`config.mk`:
```
export PLATFORM = sky130hd
export DESIGN_NAME = segment_scan_decoder
export DESIGN_NICKNAME = d
export VERILOG_FILES = /design/src/rtl/segment_scan_decoder.sv
export SDC_FILE = /design/constraint.sdc
export NUM_CORES = 1
export LEC_CHECK = 0
export BUFFER_PORTS_ARGS = -buffer_cell sky130_fd_sc_hd__buf_2
export CORE_MARGIN = 1
export CORE_UTILIZATION = 51
export DETAILED_ROUTE_END_ITERATION = 16
export PLACE_DENSITY = 0.77
export SYNTH_ARGS = -nofsm -noshare
export SYNTH_HDL_FRONTEND = slang
export SYNTH_SLANG_ARGS = --single-unit
```
`constraint.sdc`:
```
create_clock -name clk -period 1.8 [get_ports clk]
set_input_delay 0.45 -clock clk [delete_from_list [all_inputs] [get_ports clk]]
set_output_delay 0.45 -clock clk [all_outputs]
set_load 0.02 [all_outputs]
```
`src/rtl/segment_scan_decoder.sv`:
```
// segment_scan_decoder
//
// Passive monitor for the multiplexed 7-segment display bus. It watches the
// active-low anode/cathode lines, waits for each digit dwell to settle,
// captures one sample per dwell and decodes the segment pattern back into BCD.
// It never drives the display.
//
// Optional build macro:
//   SEG_SYNC_EN - insert a 2-flop synchronizer on anode/cathode ahead of the
//                 input stage (for asynchronous or off-chip sources). Adds
//                 two cycles of latency. Undefined: inputs must be
//                 synchronous to clk.
//
// Ports:
//   clk          system clock
//   rst_n        asynchronous active-low reset (release synchronized to clk)
//   anode        active-low digit enables, bit i selects digit i
//   cathode      active-low segments, bit 7 = dp, bits 6:0 = g..a
//   digits       decoded BCD, digit i at [4i+3:4i]
//   dp           decimal point per digit, 1 = lit
//   digit_valid  1 = last capture of digit i was a legal pattern
//   frame_done   one-cycle pulse once every digit has been captured validly
//   err          one-cycle pulse on an illegal segment pattern capture
//   err_idx      digit index of the most recent err

module segment_scan_decoder #(
  parameter int NUM_DIGITS    = 4,
  parameter int SETTLE_CYCLES = 4
) (
  input  logic                    clk,
  input  logic                    rst_n,
  input  logic [NUM_DIGITS-1:0]   anode,
  input  logic [7:0]              cathode,
  output logic [4*NUM_DIGITS-1:0] digits,
  output logic [NUM_DIGITS-1:0]   dp,
  output logic [NUM_DIGITS-1:0]   digit_valid,
  output logic                    frame_done,
  output logic                    err,
  output logic [2:0]              err_idx
);

  localparam logic [7:0] CNT_MAX  = 8'(SETTLE_CYCLES);
  localparam logic [7:0] CNT_LAST = 8'(SETTLE_CYCLES - 1);

  typedef enum logic [1:0] {IDLE, SETTLE, HOLD} state_t;

  state_t                  state, state_next;
  logic [1:0]              rst_pipe;
  logic                    rst_core_n;
  logic [NUM_DIGITS-1:0]   anode_in, anode_s, anode_p;
  logic [7:0]              cathode_in, cathode_s, cathode_p;
  logic                    changed;
  logic [3:0]              low_count;
  logic [2:0]              low_idx;
  logic                    one_hot;
  logic [7:0]              settle_cnt;
  logic                    capture;
  logic [4:0]              dec;
  logic                    dec_ok;
  logic [3:0]              dec_val;
  logic [NUM_DIGITS-1:0]   mask, good_bits, mask_upd;
  logic                    mask_full;

  // Reset asserts immediately but releases only after two clean clock edges,
  // so no flop sees reset removal close to an active edge.
  always_ff @(posedge clk or negedge rst_n) begin
    if (!rst_n) rst_pipe <= 2'b00;
    else        rst_pipe <= {rst_pipe[0], 1'b1};
  end
  assign rst_core_n = rst_pipe[1];

`ifdef SEG_SYNC_EN
  logic [NUM_DIGITS-1:0] anode_m1, anode_m2;
  logic [7:0]            cathode_m1, cathode_m2;

  // Resets to all-high so the synchronizer looks like a blank display.
  always_ff @(posedge clk or negedge rst_core_n) begin
    if (!rst_core_n) begin
      anode_m1   <= '1;
      anode_m2   <= '1;
      cathode_m1 <= '1;
      cathode_m2 <= '1;
    end else begin
      anode_m1   <= anode;
      anode_m2   <= anode_m1;
      cathode_m1 <= cathode;
      cathode_m2 <= cathode_m1;
    end
  end
  assign anode_in   = anode_m2;
  assign cathode_in = cathode_m2;
`else
  assign anode_in   = anode;
  assign cathode_in = cathode;
`endif

  // Current sample pair plus the previous pair, used to detect any change.
  always_ff @(posedge clk or negedge rst_core_n) begin
    if (!rst_core_n) begin
      anode_s   <= '1;
      cathode_s <= '1;
      anode_p   <= '1;
      cathode_p <= '1;
    end else begin
      anode_s   <= anode_in;
      cathode_s <= cathode_in;
      anode_p   <= anode_s;
      cathode_p <= cathode_s;
    end
  end

  assign changed = (anode_s != anode_p) || (cathode_s != cathode_p);

  // Count low anode bits; low_idx is meaningful only when exactly one is low.
  always_comb begin
    low_count = 4'd0;
    low_idx   = 3'd0;
    for (int i = 0; i < NUM_DIGITS; i++) begin
      if (!anode_s[i]) begin
        low_count = low_count + 4'd1;
        low_idx   = 3'(i);
      end
    end
  end
  assign one_hot = (low_count == 4'd1);

  // Pattern table is the inverse of our encoder; 8 also accepts 7B,
  // which is the encoder's own rendering of 8.
  function automatic logic [4:0] decode_seg(input logic [6:0] lit);
    case (lit)
      7'h3F:        return {1'b1, 4'd0};
      7'h06:        return {1'b1, 4'd1};
      7'h5B:        return {1'b1, 4'd2};
      7'h4F:        return {1'b1, 4'd3};
      7'h66:        return {1'b1, 4'd4};
      7'h6D:        return {1'b1, 4'd5};
      7'h7D:        return {1'b1, 4'd6};
      7'h07:        return {1'b1, 4'd7};
      7'h7F, 7'h7B: return {1'b1, 4'd8};
      7'h6F:        return {1'b1, 4'd9};
      default:      return 5'd0;
    endcase
  endfunction

  assign dec     = decode_seg(~cathode_s[6:0]);
  assign dec_ok  = dec[4];
  assign dec_val = dec[3:0];

  always_ff @(posedge clk or negedge rst_core_n) begin
    if (!rst_core_n) state <= IDLE;
    else             state <= state_next;
  end

  // One capture per dwell: SETTLE captures once the pair has been stable
  // long enough, HOLD then ignores the rest of the dwell.
  always_comb begin
    state_next = state;
    capture    = 1'b0;
    case (state)
      IDLE: begin
        if (one_hot) state_next = SETTLE;
      end
      SETTLE: begin
        if (changed) begin
          state_next = one_hot ? SETTLE : IDLE;
        end else if (one_hot && settle_cnt == CNT_LAST) begin
          capture    = 1'b1;
          state_next = HOLD;
        end
      end
      HOLD: begin
        if (changed) state_next = one_hot ? SETTLE : IDLE;
      end
      default: state_next = IDLE;
    endcase
  end

  always_ff @(posedge clk or negedge rst_core_n) begin
    if (!rst_core_n)                     settle_cnt <= 8'd0;
    else if (state == IDLE || changed)   settle_cnt <= 8'd0;
    else if (settle_cnt != CNT_MAX)      settle_cnt <= settle_cnt + 8'd1;
  end

  // The mask clears in the same cycle it fills, so a capture landing in the
  // frame_done cycle starts the next frame.
  assign good_bits = (capture && dec_ok) ? ~anode_s : '0;
  assign mask_upd  = mask | good_bits;
  assign mask_full = &mask_upd;

  always_ff @(posedge clk or negedge rst_core_n) begin
    if (!rst_core_n) begin
      digits      <= '0;
      dp          <= '0;
      digit_valid <= '0;
      frame_done  <= 1'b0;
      err         <= 1'b0;
      err_idx     <= 3'd0;
      mask        <= '0;
    end else begin
      frame_done <= mask_full;
      err        <= capture && !dec_ok;
      mask       <= mask_full ? '0 : mask_upd;
      if (capture && !dec_ok) err_idx <= low_idx;
      for (int i = 0; i < NUM_DIGITS; i++) begin
        if (capture && !anode_s[i]) begin
          digit_valid[i] <= dec_ok;
          if (dec_ok) begin
            digits[4*i +: 4] <= dec_val;
            dp[i]            <= ~cathode_s[7];
          end
        end
      end
    end
  end

endmodule

```
# [Word level (Yosys, flattened, before mapping)]
# Index checks and enable logic that the tools add are counted.
# Widths: inputs -> output; s select.
[classes] addsub=4 eq_ne=21 n_mux=21 bitwise_logic=4 reduce_logical=23
[ops] cell="$eq 7x7->1 const B" n=8
[ops] cell="$pmux 5 s10" n=1
[ops] cell="$mux 4" n=5
[ops] cell="$mux 8" n=2
[ops] cell="$eq 7x3->1 const B" n=2
[ops] cell="$add 4x1->4 const B" n=3
[ops] cell="$add 8x1->8 const B" n=1
[ops] cell="$eq 8x2->1 const B" n=1
[ops] cell="$mux 2" n=4
[ops] cell="$ne 8x3->1 const B" n=1
[ops] cell="$ne 8x8->1" n=1
[ops] cell="$reduce_and 2->1" n=4
[ops] cell="$eq 7x6->1 const B" n=1
[ops] cell="$logic_and 1x1->1" n=7
[ops] cell="$not 7->7" n=1
[ops] cell="$mux 1" n=6
[ops] cell="$mux 3" n=2
[ops] cell="$pmux 2 s3" n=1
[ops] cell="$logic_not 1->1" n=5
[ops] cell="$eq 4x1->1 const B" n=1
[ops] cell="$ne 2x2->1 const B" n=2
[ops] cell="$ne 4x4->1" n=1
[ops] cell="$not 4->4" n=1
[ops] cell="$or 4x4->4" n=1
[ops] cell="other kinds (10)" n=11
[totals] ff_bits=69 inputBits=14 output_inout_bits=29 wordCells=96

# [Longest topological paths before layout]
# Gate-level depths: netlist of run 1.
[depth] depth_word=17 ltp_mapped=12 depth_no_buf=10

# [Worst setup path before layout of run 1]
# OpenSTA, ideal clock, no wires.
[synth_timing] path_type="flip-flop to flip-flop" start="register anode_s[1]" end="register frame_done" setup_time_ns=0.069 arrival_time_ns=3.181 required_ns=1.731 path_slack_ns=-1.450 path_stages_with_launch=12 synth_period_minus_slack_ns=3.250 path_cell_list="dfstp_2 clkbuf_1 inv_1 ha_1 xnor2_1 ha_1 or3_1 o211ai_1 nand4_1 clkbuf_1 o41ai_1 and4_1"
[synth_via] elab_chain_len=14 word_cells_on_any_way=17 cone_classes="add/sub (2); eq/ne (2); mux (7); bitwise (2); reduce/logical (4)"
[synth_lines] element="start: declaration" line_no="50" text="logic [NUM_DIGITS-1:0] anode_in, anode_s, anode_p;"
[synth_lines] element="start signal: assignment" line_no="105" text="anode_s <= anode_in;"
[synth_lines] element="$mux 4" line_no="119" text="if (!anode_s[i]) begin"
[synth_lines] element="$add 4x1->4" line_no="120" text="low_count = low_count + 4'd1;"
[synth_lines] element="$mux 4" line_no="119"
[synth_lines] element="$add 4x1->4" line_no="120"
[synth_lines] element="$mux 4" line_no="119"
[synth_lines] element="$eq 4x1->1" line_no="125" text="assign one_hot = (low_count == 4'd1);"
[synth_lines] element="$logic_and 1x1->1" line_no="166" text="end else if (one_hot && settle_cnt == CNT_LAST) begin"
[synth_lines] element="$mux 1" line_no="166"
[synth_lines] element="$mux 1" line_no="164" text="if (changed) begin"
[synth_lines] element="$mux 1" line_no="159" text="case (state)"
[synth_lines] element="$logic_and 1x1->1" line_no="186" text="assign good_bits = (capture && dec_ok) ? ~anode_s : '0;"
[synth_lines] element="$mux 4 (*)" line_no="186"
[synth_lines] element="$or 4x4->4 (*)" line_no="187" text="assign mask_upd = mask | good_bits;"
[synth_lines] element="$reduce_and 4->1 (*)" line_no="188" text="assign mask_full = &mask_upd;"
[synth_lines] element="net mask_full" line_no="62" text="logic mask_full;"
[synth_lines] element="end signal: assignment" line_no="200" text="frame_done <= mask_full;"
[synth_lines] element="end: declaration" line_no="37" text="output logic frame_done,"
# Mark *: on every way through the listed nets, which the timed path passes. The rest lies on a longest branch.
# A chain may end at the register's enable or synchronous reset.

# [Worst setup path in the final report of run 1]
[layout_timing] start="register anode_s[0]" end="register mask[2]"
[layout_via] elab_chain_len=17 word_cells_on_any_way=20 cone_classes="add/sub (3); eq/ne (2); mux (9); bitwise (2); reduce/logical (4)"
[layout_lines] element="$mux 1" line_no="119"
[layout_lines] element="$add 4x1->4" line_no="120"
[layout_lines] element="$mux 4" line_no="119"
[layout_lines] element="$add 4x1->4" line_no="120"
[layout_lines] element="$mux 4" line_no="119"
[layout_lines] element="$add 4x1->4" line_no="120"
[layout_lines] element="$mux 4" line_no="119"
[layout_lines] element="$eq 4x1->1" line_no="125"
[layout_lines] element="$logic_and 1x1->1" line_no="166"
[layout_lines] element="$mux 1" line_no="166"
[layout_lines] element="$mux 1" line_no="164"
[layout_lines] element="$mux 1" line_no="159"
[layout_lines] element="$logic_and 1x1->1" line_no="186"
[layout_lines] element="$mux 4 (*)" line_no="186"
[layout_lines] element="$or 4x4->4 (*)" line_no="187"
[layout_lines] element="$reduce_and 4->1" line_no="188"
[layout_lines] element="$mux 4 (*)" line_no="202" text="mask <= mask_full ? '0 : mask_upd;"
[layout_lines] element="end signal: assignment" line_no="202"
[layout_lines] element="end: declaration" line_no="61" text="logic [NUM_DIGITS-1:0] mask, good_bits, mask_upd;"
# Mark *: on every way between the ends. The rest lies on a longest branch, timed or not.

==> qor.csv, run 1 <==
stage;metric;value;unit
logic_synthesis;avgSynthCellArea;11.9;um^2
logic_synthesis;muxShareOfSynthArea;5.95;%
place;place_ws;-1.02;ns
clocking;clk_latency;0.35;ns
critical_path;arrival;3.23;ns
place;portBuffers;41;
sta;fmax;335;MHz
floorplanning;die-area;6460;um^2
global_routing;grt_max_degree;45;
sta;tightest_slew;0.947;ns
logic_synthesis;synth_compound_area_share;10.7;%
floorplanning;die_y;80.4;um
logic_synthesis;ys_seq_area_share;55.2;%
critical_path;crit_type;reg -> reg;
detailed_routing;num_vias;2632;
sta;maxSlewHeadroom;36.9;%
floorplanning;core_area;5920;um^2
logic_synthesis;synth_xor_area_share;5.87;%
run;maxCapViolCount;0;
detailed_routing;drc_errors;0;
clocking;root_buffer;clkbuf_8;
critical_path;cp-startpoint;anode_s[0];
critical_path;worstPathCellList;inv_2 -> ha_4 -> xnor2_2 -> ha_1 -> or3_1 -> o211ai_1 -> nand4_1 -> buf_6 -> buf_12 -> or4_4 -> a32oi_1;
critical_path;critPathCaptureType;register;
floorplanning;rows;28;
critical_path;ff2ff_path_depth;11;
logic_synthesis;ys_ff_latch;68;
pwr;power;0.00349;W
critical_path;slowest_stage;dfstp_2;
clocking;ctsLongestPathBuffers;2;
sta;grt_setup_unrepaired;yes;
detailed_routing;final_antenna_net_count;0;
detailed_routing;dr.pass1.iters;4;
status;status;finished with violations;
place;place.gp.congestion;0.848;
pwr;ir_drop;841;uV
critical_path;regToRegSetupSlack;-1.19;ns
sta;fin_crit;2.99;ns
sta;finalCritPeriodShare;166;%
sta;setup_viol;42;
sta;final-max-slew-violation-count;0;
floorplanning;dieWidth;80.4;um
global_routing;gr-usage-all-layers;26.4;%
floorplanning;ios;43;
sta;hold_violations;0;
logic_synthesis;postSynthCellCount;263;
logic_synthesis;syn_nets;282;
critical_path;endpoint;mask[2];
final_layout;fin_nets;394;
global_routing;grt_pass1_wl;12700;um
sta;fin_ws;-1.19;ns
logic_synthesis;postSynth.asyncResetShare;100;%
place;place_hpwl;4690;um
critical_path;required;2.05;ns
pwr;p_leak;2.21;nW
critical_path;worstPathMaxFanout;9;
logic_synthesis;yosysUniqueCellTypes;53;
clocking;h-tree-depth;3;
pwr;power_density;757;nW/um^2
logic_synthesis;syn-cell-area;3130;um^2
critical_path;startpoint_type;register;
critical_path;r2r_start;anode_s[0];
global_routing;grt_pass1_vias;2632;
logic_synthesis;synth_top_family_by_area;simple AND/OR/NAND/NOR gates;
clocking;cts_buffers;9;
clocking;clkSinkCount;68;
critical_path;cp_slowest_stage_delay;0.54;ns
logic_synthesis;synth_flop_cell;dfrtp_1;
detailed_routing;wl_per_cell;18.4;um
final_layout;n_antenna_cell;0;
detailed_routing;wl;8370;um
global_routing;antenna_found_initial;0;
sta;clock_skew;0.0106;ns
global_routing;grt-ovfl-total;0;
critical_path;r2r_end;mask[2];
logic_synthesis;synthSimpleGateAreaFrac;15.2;%
logic_synthesis;yosysWarnings;0;
final_layout;drive_above_1_share;56.3;%
logic_synthesis;synthAdderAreaFrac;2.00;%
logic_synthesis;synth_edf_count;0;
detailed_routing;via_per_inst;5.78;
floorplanning;initial_core_util;52.9;%
final_layout;fillCellCount;339;
status;violations;negative setup slack;
clocking;cts_tree;built;
final_layout;area_growth;47.2;%
worst_hold_path;hold_path.class;in -> reg;
clocking;path_clk_slew;0.08;ns
detailed_routing;drt-initial-drc-count;159;
-- worst min path at each step --
| stage | depth (start not counted) | slack [ns] | endpoint | startpoint |
|---|---|---|---|---|
| global route | 1 | 0.19 | anode_s[3] | anode[3] |
| finish | 1 | 0.19 | cathode_s[4] | cathode[4] |
| floorplan | 0 | 0.15 | rst_pipe[0] | rst_n |
| CTS | 1 | 0.19 | cathode_s[7] | cathode[7] |
| detailed placement | 1 | 0.24 | rst_pipe[0] | rst_n |
| global placement | 1 | 0.23 | rst_pipe[0] | rst_n |
-- what timing repair did --
item	in CTS	in global routing
hold endpoints to repair	2	0
pin swaps	17	5
resized for setup	43	17
hold buffers	1	0
cloned	1	0
setup buffers	13	1
setup endpoints to repair	42	42
-- flip-flops by register name (all words and copies together), names as in the netlist --
register / cells
anode_p: 4
anode_s: 4
cathode_p: 8
cathode_s: 8
digit_valid: 4
digits: 16
dp: 4
err: 1
err_idx: 2
frame_done: 1
mask: 4
rst_pipe: 2
settle_cnt: 8
state: 2
-- cell usage in the layout (no fill, tap or decap), types with 3 or more instances in the layout --
master     Yosys  final
a21oi_1        6      5
buf_8          0      3
o31ai_2        0      3
nand4_1        5      5
nor4_2         5      6
nand2_1        6      6
nor3_1         6      4
nor2_1        14     13
xnor2_1        4      3
clkbuf_8       0      9
xor2_1        17     17
dfstp_2       24     24
buf_12         0      5
dfrtp_1       44     43
buf_6          2      5
nor2b_1        3      3
mux2i_1        4      4
a32oi_1        4      4
o41ai_4        0      8
or4_4          1      4
ha_1           5      4
inv_1         15     13
mux2_2        12      6
nand3_1        9      8
buf_4          3     62
buf_2          5     41
o21ai_0        6      3
bufinv_16      0      3
mux2_4         0      7
o21ai_1        1      3
-- where the power goes --
group,internal (W),switching (W)
Combinational,0.000153,0.000190
Clock,0.000915,0.000622
Sequential,0.00158,0.0000291
Total,0.00265,0.000841
-- per-layer routing --
metal	GRT usage, %	vias to the layer above	wire length (um)
met3	5.00	40	374
met1	34.0	1319	3350
met4	8.93	0	364
met2	44.7	92	4280
li1	-	1181	-
met5	0	-	0
-- metrics by stage --
stage | hold WS, ns | cells | instance area [um^2] | setup TNS [ns] | utilization, %
floorplan | 0.154 | 263 | 3230 | -32.95 | -
global placement | 0.234 | 424 | 3920 | -31.57 | 66.1
detailed placement | 0.237 | 424 | 3920 | -33.42 | 66.1
CTS | 0.193 | 454 | 4490 | -30.57 | 75.8
global route | 0.186 | 455 | 4610 | -40.14 | 77.9
finish | 0.193 | 455 | 4610 | -35.45 | 77.9
-- synth_stat cells (2+ instances only) --
cell type | instances | area share (%)
dfrtp_1 | 44 | 35
dfstp_2 | 24 | 20
xor2_1 | 17 | 4.8
inv_1 | 15 | 1.8
nor2_1 | 14 | 1.7
mux2_2 | 12 | 4.3
o41ai_1 | 11 | 3.1
nand3_1 | 9 | 1.4
a21oi_1 | 6 | 0.96
clkbuf_1 | 6 | 0.72
nand2_1 | 6 | 0.72
nor3_1 | 6 | 0.96
o21ai_0 | 6 | 0.96
buf_2 | 5 | 0.80
ha_1 | 5 | 2.0
nand4_1 | 5 | 1.0
nor4_2 | 5 | 2.0
or4_1 | 5 | 1.2
a32oi_1 | 4 | 1.1
mux2i_1 | 4 | 1.3
nor4_1 | 4 | 0.80
o31ai_1 | 4 | 0.96
xnor2_1 | 4 | 1.1
buf_4 | 3 | 0.72
nor2b_1 | 3 | 0.60
or3_1 | 3 | 0.60
and3_1 | 2 | 0.40
and4_1 | 2 | 0.56
buf_6 | 2 | 0.72
conb_1 | 2 | 0.24
nand2b_1 | 2 | 0.40
nor3b_1 | 2 | 0.48
-- kinds of logic after synthesis --
group | after synthesis
simple gates | 76
fa+ha+maj | 5
other cells | 2
buf+inv | 31
xor+xnor | 21
flops | 68
mux | 17
compound gates | 43
-- layout make-up --
class / instances / area [um^2] / share of cell area [%]
repair buffers: 117 / 882 / 19.1
multi-input cells: 164 / 1610 / 34.8
inverters: 15 / 58.8 / 1.27
flip-flops and latches: 68 / 1730 / 37.6
well taps: 75 / 93.8 / 2.03
clock buffers: 9 / 124 / 2.68
clock inverters: 7 / 115 / 2.49
-- critical path: cells and delay by family, from the launching register on --
kind	cells	cell delay [ns]
simple gates	3	0.90
fa+ha+maj	2	0.56
flops	1	0.54
buf+inv	3	0.38
compound gates	2	0.38
xor+xnor	1	0.13
Power figures use the tool's default switching activity.
==> inputs of run 2 (changes only) <==
Settings changed: BUFFER_PORTS_ARGS -buffer_cell sky130_fd_sc_hd__buf_2 to -buffer_cell sky130_fd_sc_hd__buf_4.
==> qor.csv, run 2 (synthesis gave the netlist of run 1 again) <==
stage;metric;value;unit;change
clocking;cts_tree;built;;
pwr;ir_drop;713;uV;-15%
global_routing;grt_pass1_vias;2549;;-3.2%
sta;fin_ws;-1.17;ns;+0.0184 ns
critical_path;critPathCaptureType;register;;
critical_path;arrival;3.20;ns;-0.03 ns
floorplanning;dieWidth;80.4;um;unchanged
detailed_routing;wl_per_cell;18.4;um;+0.20%
detailed_routing;dr.pass1.iters;4;;unchanged
sta;final-max-slew-violation-count;0;;unchanged
floorplanning;die-area;6460;um^2;unchanged
global_routing;grt_max_degree;25;;-44%
status;violations;negative setup slack;;
clocking;h-tree-depth;3;;unchanged
clocking;clk_latency;0.35;ns;about the same
detailed_routing;via_per_inst;5.73;;-0.91%
final_layout;final_cell_mix;buf_4 (101), dfrtp_1 (43), dfstp_2 (24);;
pwr;p_leak;2.16;nW;-2.1%
place;place.gp.congestion;0.835;;-1.6%
sta;grt_setup_unrepaired;yes;;
global_routing;grt_pass1_wl;12100;um;-4.8%
detailed_routing;drt-initial-drc-count;122;;-23%
clocking;ctsLongestPathBuffers;2;;unchanged
final_layout;largest_reg_flops;16;;unchanged
critical_path;crit_type;reg -> reg;;
floorplanning;core_area;5920;um^2;unchanged
critical_path;startpoint_type;register;;
final_layout;drive_above_1_share;55.5;%;-0.82 points
final_layout;n_antenna_cell;0;;unchanged
sta;fin_crit;2.97;ns;-0.0184 ns
pwr;power_density;703;nW/um^2;-7.1%
place;place_hpwl;5050;um;+7.6%
clocking;cts_buffers;9;;unchanged
floorplanning;initial_core_util;52.9;%;unchanged
place;portBuffers;41;;unchanged
sta;setup_viol;42;;unchanged
floorplanning;ios;43;;unchanged
clocking;path_clk_slew;0.07;ns;about the same
critical_path;worstPathMaxFanout;6;;-3
global_routing;antenna_found_initial;0;;unchanged
place;dpl.cell_count;421;;-0.71%
final_layout;regMostFlops;digits;;
sta;fmax;337;MHz;+0.62%
worst_hold_path;hold_path.class;in -> reg;;
sta;clock_skew;0.0116;ns;+0.000969 ns
sta;hold_violations;0;;unchanged
final_layout;fin_nets;387;;-1.8%
clocking;clkSinkCount;68;;unchanged
final_layout;layout_commonest_cell;buf_4;;
clocking;root_buffer;clkbuf_8;;
sta;maxSlewHeadroom;32.2;%;-4.7 points
sta;finalCritPeriodShare;165;%;-1.0 points
detailed_routing;wl;8260;um;-1.3%
critical_path;required;2.03;ns;-0.02 ns
pwr;power;0.00322;W;-7.9%
detailed_routing;final_antenna_net_count;0;;unchanged
detailed_routing;num_vias;2568;;-2.4%
sta;tns;-37.09;ns;-1.64 ns
final_layout;area_growth;46.0;%;
sta;tightest_slew;1.02;ns;+0.0689 ns
global_routing;grt-ovfl-total;0;;unchanged
global_routing;gr-usage-all-layers;25.5;%;-0.93 points
detailed_routing;drc_errors;0;;unchanged
final_layout;fin_cells;448;;-1.5%
status;status;finished with violations;;
floorplanning;rows;28;;unchanged
run;maxCapViolCount;0;;unchanged
floorplanning;die_y;80.4;um;unchanged
-- run 2: cell count changes in the layout (fill, tap and decap cells not counted), moves of 2 or more --
cell | previous run | this run
mux2_2 | 6 | 11
buf_12 | 5 | 3
buf_8 | 3 | 1
mux2_4 | 7 | 2
buf_4 | 62 | 101
clkbuf_8 | 9 | 12
bufinv_16 | 3 | 0
buf_2 | 41 | 0
clkbuf_1 | 0 | 3
-- run 2: final timing paths --
kind / startpoint / endpoint / slack [ns] / cells after the start
min: cathode[7] / cathode_s[7] / 0.21 / 1
max in group asynchronous: rst_pipe[1] / cathode_s[7] / 0.92 / 1
min in group asynchronous: rst_pipe[1] / digits[0] / 0.26 / 0
min reg2reg: rst_pipe[1] / digits[0] / 0.26 / 0
max: anode_s[0] / digits[5] / -1.17 / 11
max reg2reg: anode_s[0] / digits[5] / -1.17 / 11
-- run 2: worst max-delay path, cell delays in order (launching register included) --
cell and delay [ns]:
dfstp_2 0.56, inv_2 0.05, ha_4 0.24, xnor2_2 0.13
ha_1 0.31, or3_1 0.32, o211ai_1 0.12, nand4_1 0.19
buf_4 0.19, buf_6 0.14, nor4_4 0.24, mux2_2 0.38
-- run 2: routing by layer --
layer  up-vias  routed length [um]  track usage [%]  part of all wire [%]
met2        83                4220             42.1                    51
met3        28                 281             6.59                   3.4
met1      1292                3420             30.6                    41
met4         0                 338             13.0                   4.1
met5         -                   0                0                     0
li1       1165                   -                -                     -
-- run 2: stage by stage --
step	hold WS (ns)	setup slack, ns	utilization [%]	instance area (um^2)
5_1_grt	0.198	-1.27	77.3	4580
3_5_place_dp	0.234	-1.09	67.1	3970
4_1_cts	0.199	-1.06	74.4	4400
6_report	0.208	-1.17	77.3	4580
3_3_place_gp	0.233	-1.01	67.1	3970
2_1_floorplan	0.154	-1.13	-	3230
-- run 2: cell type report --
class                   instances  area (um^2)
clock buffers                  16          201
flip-flops and latches         68         1730
inverters                      15         58.8
multi-input cells             164         1600
well taps                      75         93.8
repair buffers                110          888
fillers                       378         1350
-- run 2: where the power goes --
| group | leakage (nW) | switching [W] | internal (W) |
|---|---|---|---|
| clock | 0.102 | 0.000561 | 0.000701 |
| combinational | 1.23 | 0.000176 | 0.000153 |
| sequential | 0.834 | 0.0000421 | 0.00158 |
| total | 2.16 | 0.000779 | 0.00244 |
-- run 2: what timing repair did --
action,4_1_cts,5_1_grt
cloned,1,0
resized for setup,30,25
setup endpoints to repair,42,42
pin swaps,17,11
hold buffers,1,0
hold endpoints to repair,2,0
buffers inserted,7,3
==> inputs of run 3 (changes only) <==
Settings changed: CELL_PAD_IN_SITES_DETAIL_PLACEMENT from default to 0, CELL_PAD_IN_SITES_GLOBAL_PLACEMENT from default to 1, CORE_UTILIZATION 51 to 41.
==> qor.csv, run 3 (synthesis gave the netlist of run 1 again) <==
stage;metric;value;unit;change
pwr;ir_drop;638;uV;-11%
worst_hold_path;whs_endpoint;cathode_s[7];;
sta;grt_setup_unrepaired;yes;;
clocking;root_buffer;clkbuf_8;;
floorplanning;initial_core_util;42.8;%;-10 points
detailed_routing;drt-initial-drc-count;111;;-9.0%
global_routing;grt_pass1_wl;11400;um;-5.5%
critical_path;cp_num_buf_inv;4;;+1
critical_path;ff2ff_path_depth;12;;+1
pwr;p_seq_share;50.6;%;about the same
floorplanning;die-area;8000;um^2;+24%
global_routing;gr-usage-all-layers;19.5;%;-6.0 points
critical_path;cpMostUsedCell;buf_4;;
detailed_routing;final_antenna_net_count;0;;unchanged
clocking;path_clk_slew;0.07;ns;about the same
final_layout;final_cell_mix;buf_4 (104), dfrtp_1 (43), dfstp_2 (24);;
global_routing;grt_pass1_vias;2382;;-6.6%
sta;tightest_slew;1.28;ns;+0.260 ns
critical_path;startpoint_type;register;;
pwr;power;0.00319;W;-0.92%
final_layout;final_util;62.9;%;-14 points
pwr;p_leak;2.10;nW;-3.2%
clocking;ctsLongestPathBuffers;2;;unchanged
critical_path;crit_type;reg -> reg;;
sta;fin_ws;-1.07;ns;+0.103 ns
worst_hold_path;hold_path.class;in -> reg;;
detailed_routing;routed.top_layer;met4;;
final_layout;largest_reg_flops;16;;unchanged
pwr;combPwrFrac;9.9;%;-0.3 points
critical_path;regToRegSetupSlack;-1.07;ns;+0.10 ns
floorplanning;rows;31;;+11%
critical_path;critical_path.top_delay_family;simple AND/OR/NAND/NOR gates;;
detailed_routing;dr_wl_met3;231;um;-18%
final_layout;drive_above_1_share;55.4;%;-0.087 points
final_layout;regMostFlops;digits;;
global_routing;antenna_found_initial;0;;unchanged
pwr;swShare;24.9;%;+0.72 points
critical_path;worstPathMaxFanout;5;;-1
floorplanning;die_y;89.4;um;+11%
sta;setup_viol;42;;unchanged
critical_path;r2r_start;anode_s[0];;
final_layout;fillCellCount;575;;+52%
detailed_routing;num_vias;2473;;-3.7%
final_layout;n_antenna_cell;0;;unchanged
clocking;clk_latency;0.35;ns;about the same
sta;finalCritPeriodShare;159;%;-5.7 points
detailed_routing;via_per_inst;5.17;;-9.7%
critical_path;critPathCaptureType;register;;
place;place_ws;-1.04;ns;+0.0430 ns
sta;clock_skew;0.0135;ns;+0.00187 ns
sta;fmax;349;MHz;+3.6%
critical_path;slowest_stage;dfstp_2;;
clocking;clkSinkCount;68;;unchanged
global_routing;grt_max_degree;67;;+170%
final_layout;layout_commonest_cell;buf_4;;
place;place_hpwl;4720;um;-6.5%
sta;fin_crit;2.87;ns;-0.103 ns
clocking;h-tree-depth;3;;unchanged
detailed_routing;wl;7320;um;-11%
sta;final-max-slew-violation-count;0;;unchanged
global_routing;grt-ovfl-total;0;;unchanged
pwr;switchingPower;0.000794;W;+2.0%
place;portBuffers;41;;unchanged
critical_path;cp_slowest_stage_delay;0.56;ns;about the same
detailed_routing;wl_met2;3720;um;-12%
clocking;cts_buffers;9;;unchanged
pwr;p_clk_share;39.5;%;+0.3 points
worst_hold_path;min-delay-start;cathode[7];;
detailed_routing;wl_per_cell;15.3;um;-17%
detailed_routing;drt-met1-wl;3230;um;-5.6%
status;violations;negative setup slack;;
floorplanning;core_area;7330;um^2;+24%
critical_path;worstPathCellList;inv_2 -> ha_4 -> xnor2_2 -> ha_1 -> or3_1 -> o211ai_1 -> nand4_1 -> buf_6 -> buf_4 -> o41ai_2 -> buf_4 -> and4_1;;
status;status;finished with violations;;
sta;hold_violations;0;;unchanged
detailed_routing;dr.pass1.iters;4;;unchanged
sta;maxSlewHeadroom;14.5;%;-18 points
sta;tns;-34.39;ns;+2.70 ns
final_layout;fin_nets;393;;+1.6%
floorplanning;dieWidth;89.4;um;+11%
detailed_routing;drc_errors;0;;unchanged
place;place.gp.congestion;0.800;;-4.1%
pwr;power.internal;0.00239;W;-1.9%
pwr;power_density;691;nW/um^2;-1.7%
critical_path;arrival;3.14;ns;-0.06 ns
final_layout;area_growth;47.1;%;
floorplanning;ios;43;;unchanged
sta;whs;0.214;ns;+0.00569 ns
worst_hold_path;min_path_cells;1;;unchanged
run;maxCapViolCount;0;;unchanged
critical_path;required;2.07;ns;+0.04 ns
critical_path;r2r_end;frame_done;;
clocking;cts_tree;built;;
==> run 3: cell count changes in the layout (fill, tap and decap cells not counted), moves of 3 or more <==
cell | previous run | this run
buf_4 | 101 | 104
clkbuf_1 | 3 | 0
mux2_2 | 11 | 8
mux2_4 | 2 | 5
nor4_2 | 6 | 2
nor4_4 | 2 | 5
o41ai_2 | 2 | 7
o41ai_4 | 8 | 3
==> run 3: power groups by stage <==
stage	clock network (W)	logic, W	registers [W]
global route	0.00137	0.000343	0.00162
finish	0.00126	0.000314	0.00161
global placement	0	0.000258	0.00164
floorplan	0	0.000142	0.00165
CTS	0.00130	0.000285	0.00161
detailed placement	0	0.000262	0.00164
==> run 3: final cells by class <==
cell class                 instances  area (um^2)  share of cell area [%]
clock buffer                      12          176                    3.83
clock inverter                     4         26.3                   0.570
inverter                          15         58.8                    1.28
multi-input combinational        164         1540                    33.5
sequential                        68         1730                    37.6
tap                               99          124                    2.69
timing repair buffer             116          951                    20.6
==> run 3: timing repair <==
| item | 4_1_cts | 5_1_grt |
|---|---|---|
| hold buffers | 1 | 0 |
| buffers inserted | 2 | 6 |
| cloned | 0 | 4 |
| endpoints found under the hold margin | 2 | 0 |
| setup endpoints to repair | 42 | 42 |
| pin swaps | 1 | 9 |
| resized for setup | 18 | 27 |
==> run 3: worst max-delay path by stage <==
stage	start	end	depth (start not counted)
2_1_floorplan	anode_s[1]	dp[1]	11
3_3_place_gp	anode_s[0]	digit_valid[2]	10
3_5_place_dp	anode_s[0]	digits[9]	10
4_1_cts	anode_s[0]	digits[13]	11
5_1_grt	anode_s[0]	digits[0]	11
6_report	anode_s[0]	frame_done	12
==> run 3: metrics by stage <==
stage | instances | area (um^2)
after floorplan | 263 | 3230
after global placement | 449 | 4020
after detailed placement | 449 | 4020
after CTS | 468 | 4350
after global routing | 478 | 4610
final | 478 | 4610
==> run 3: per-layer routing <==
metal	track usage (%)	vias to the layer above
met4	7.79	0
met2	31.9	44
met5	0	-
li1	-	1179
met3	5.17	10
met1	24.8	1240
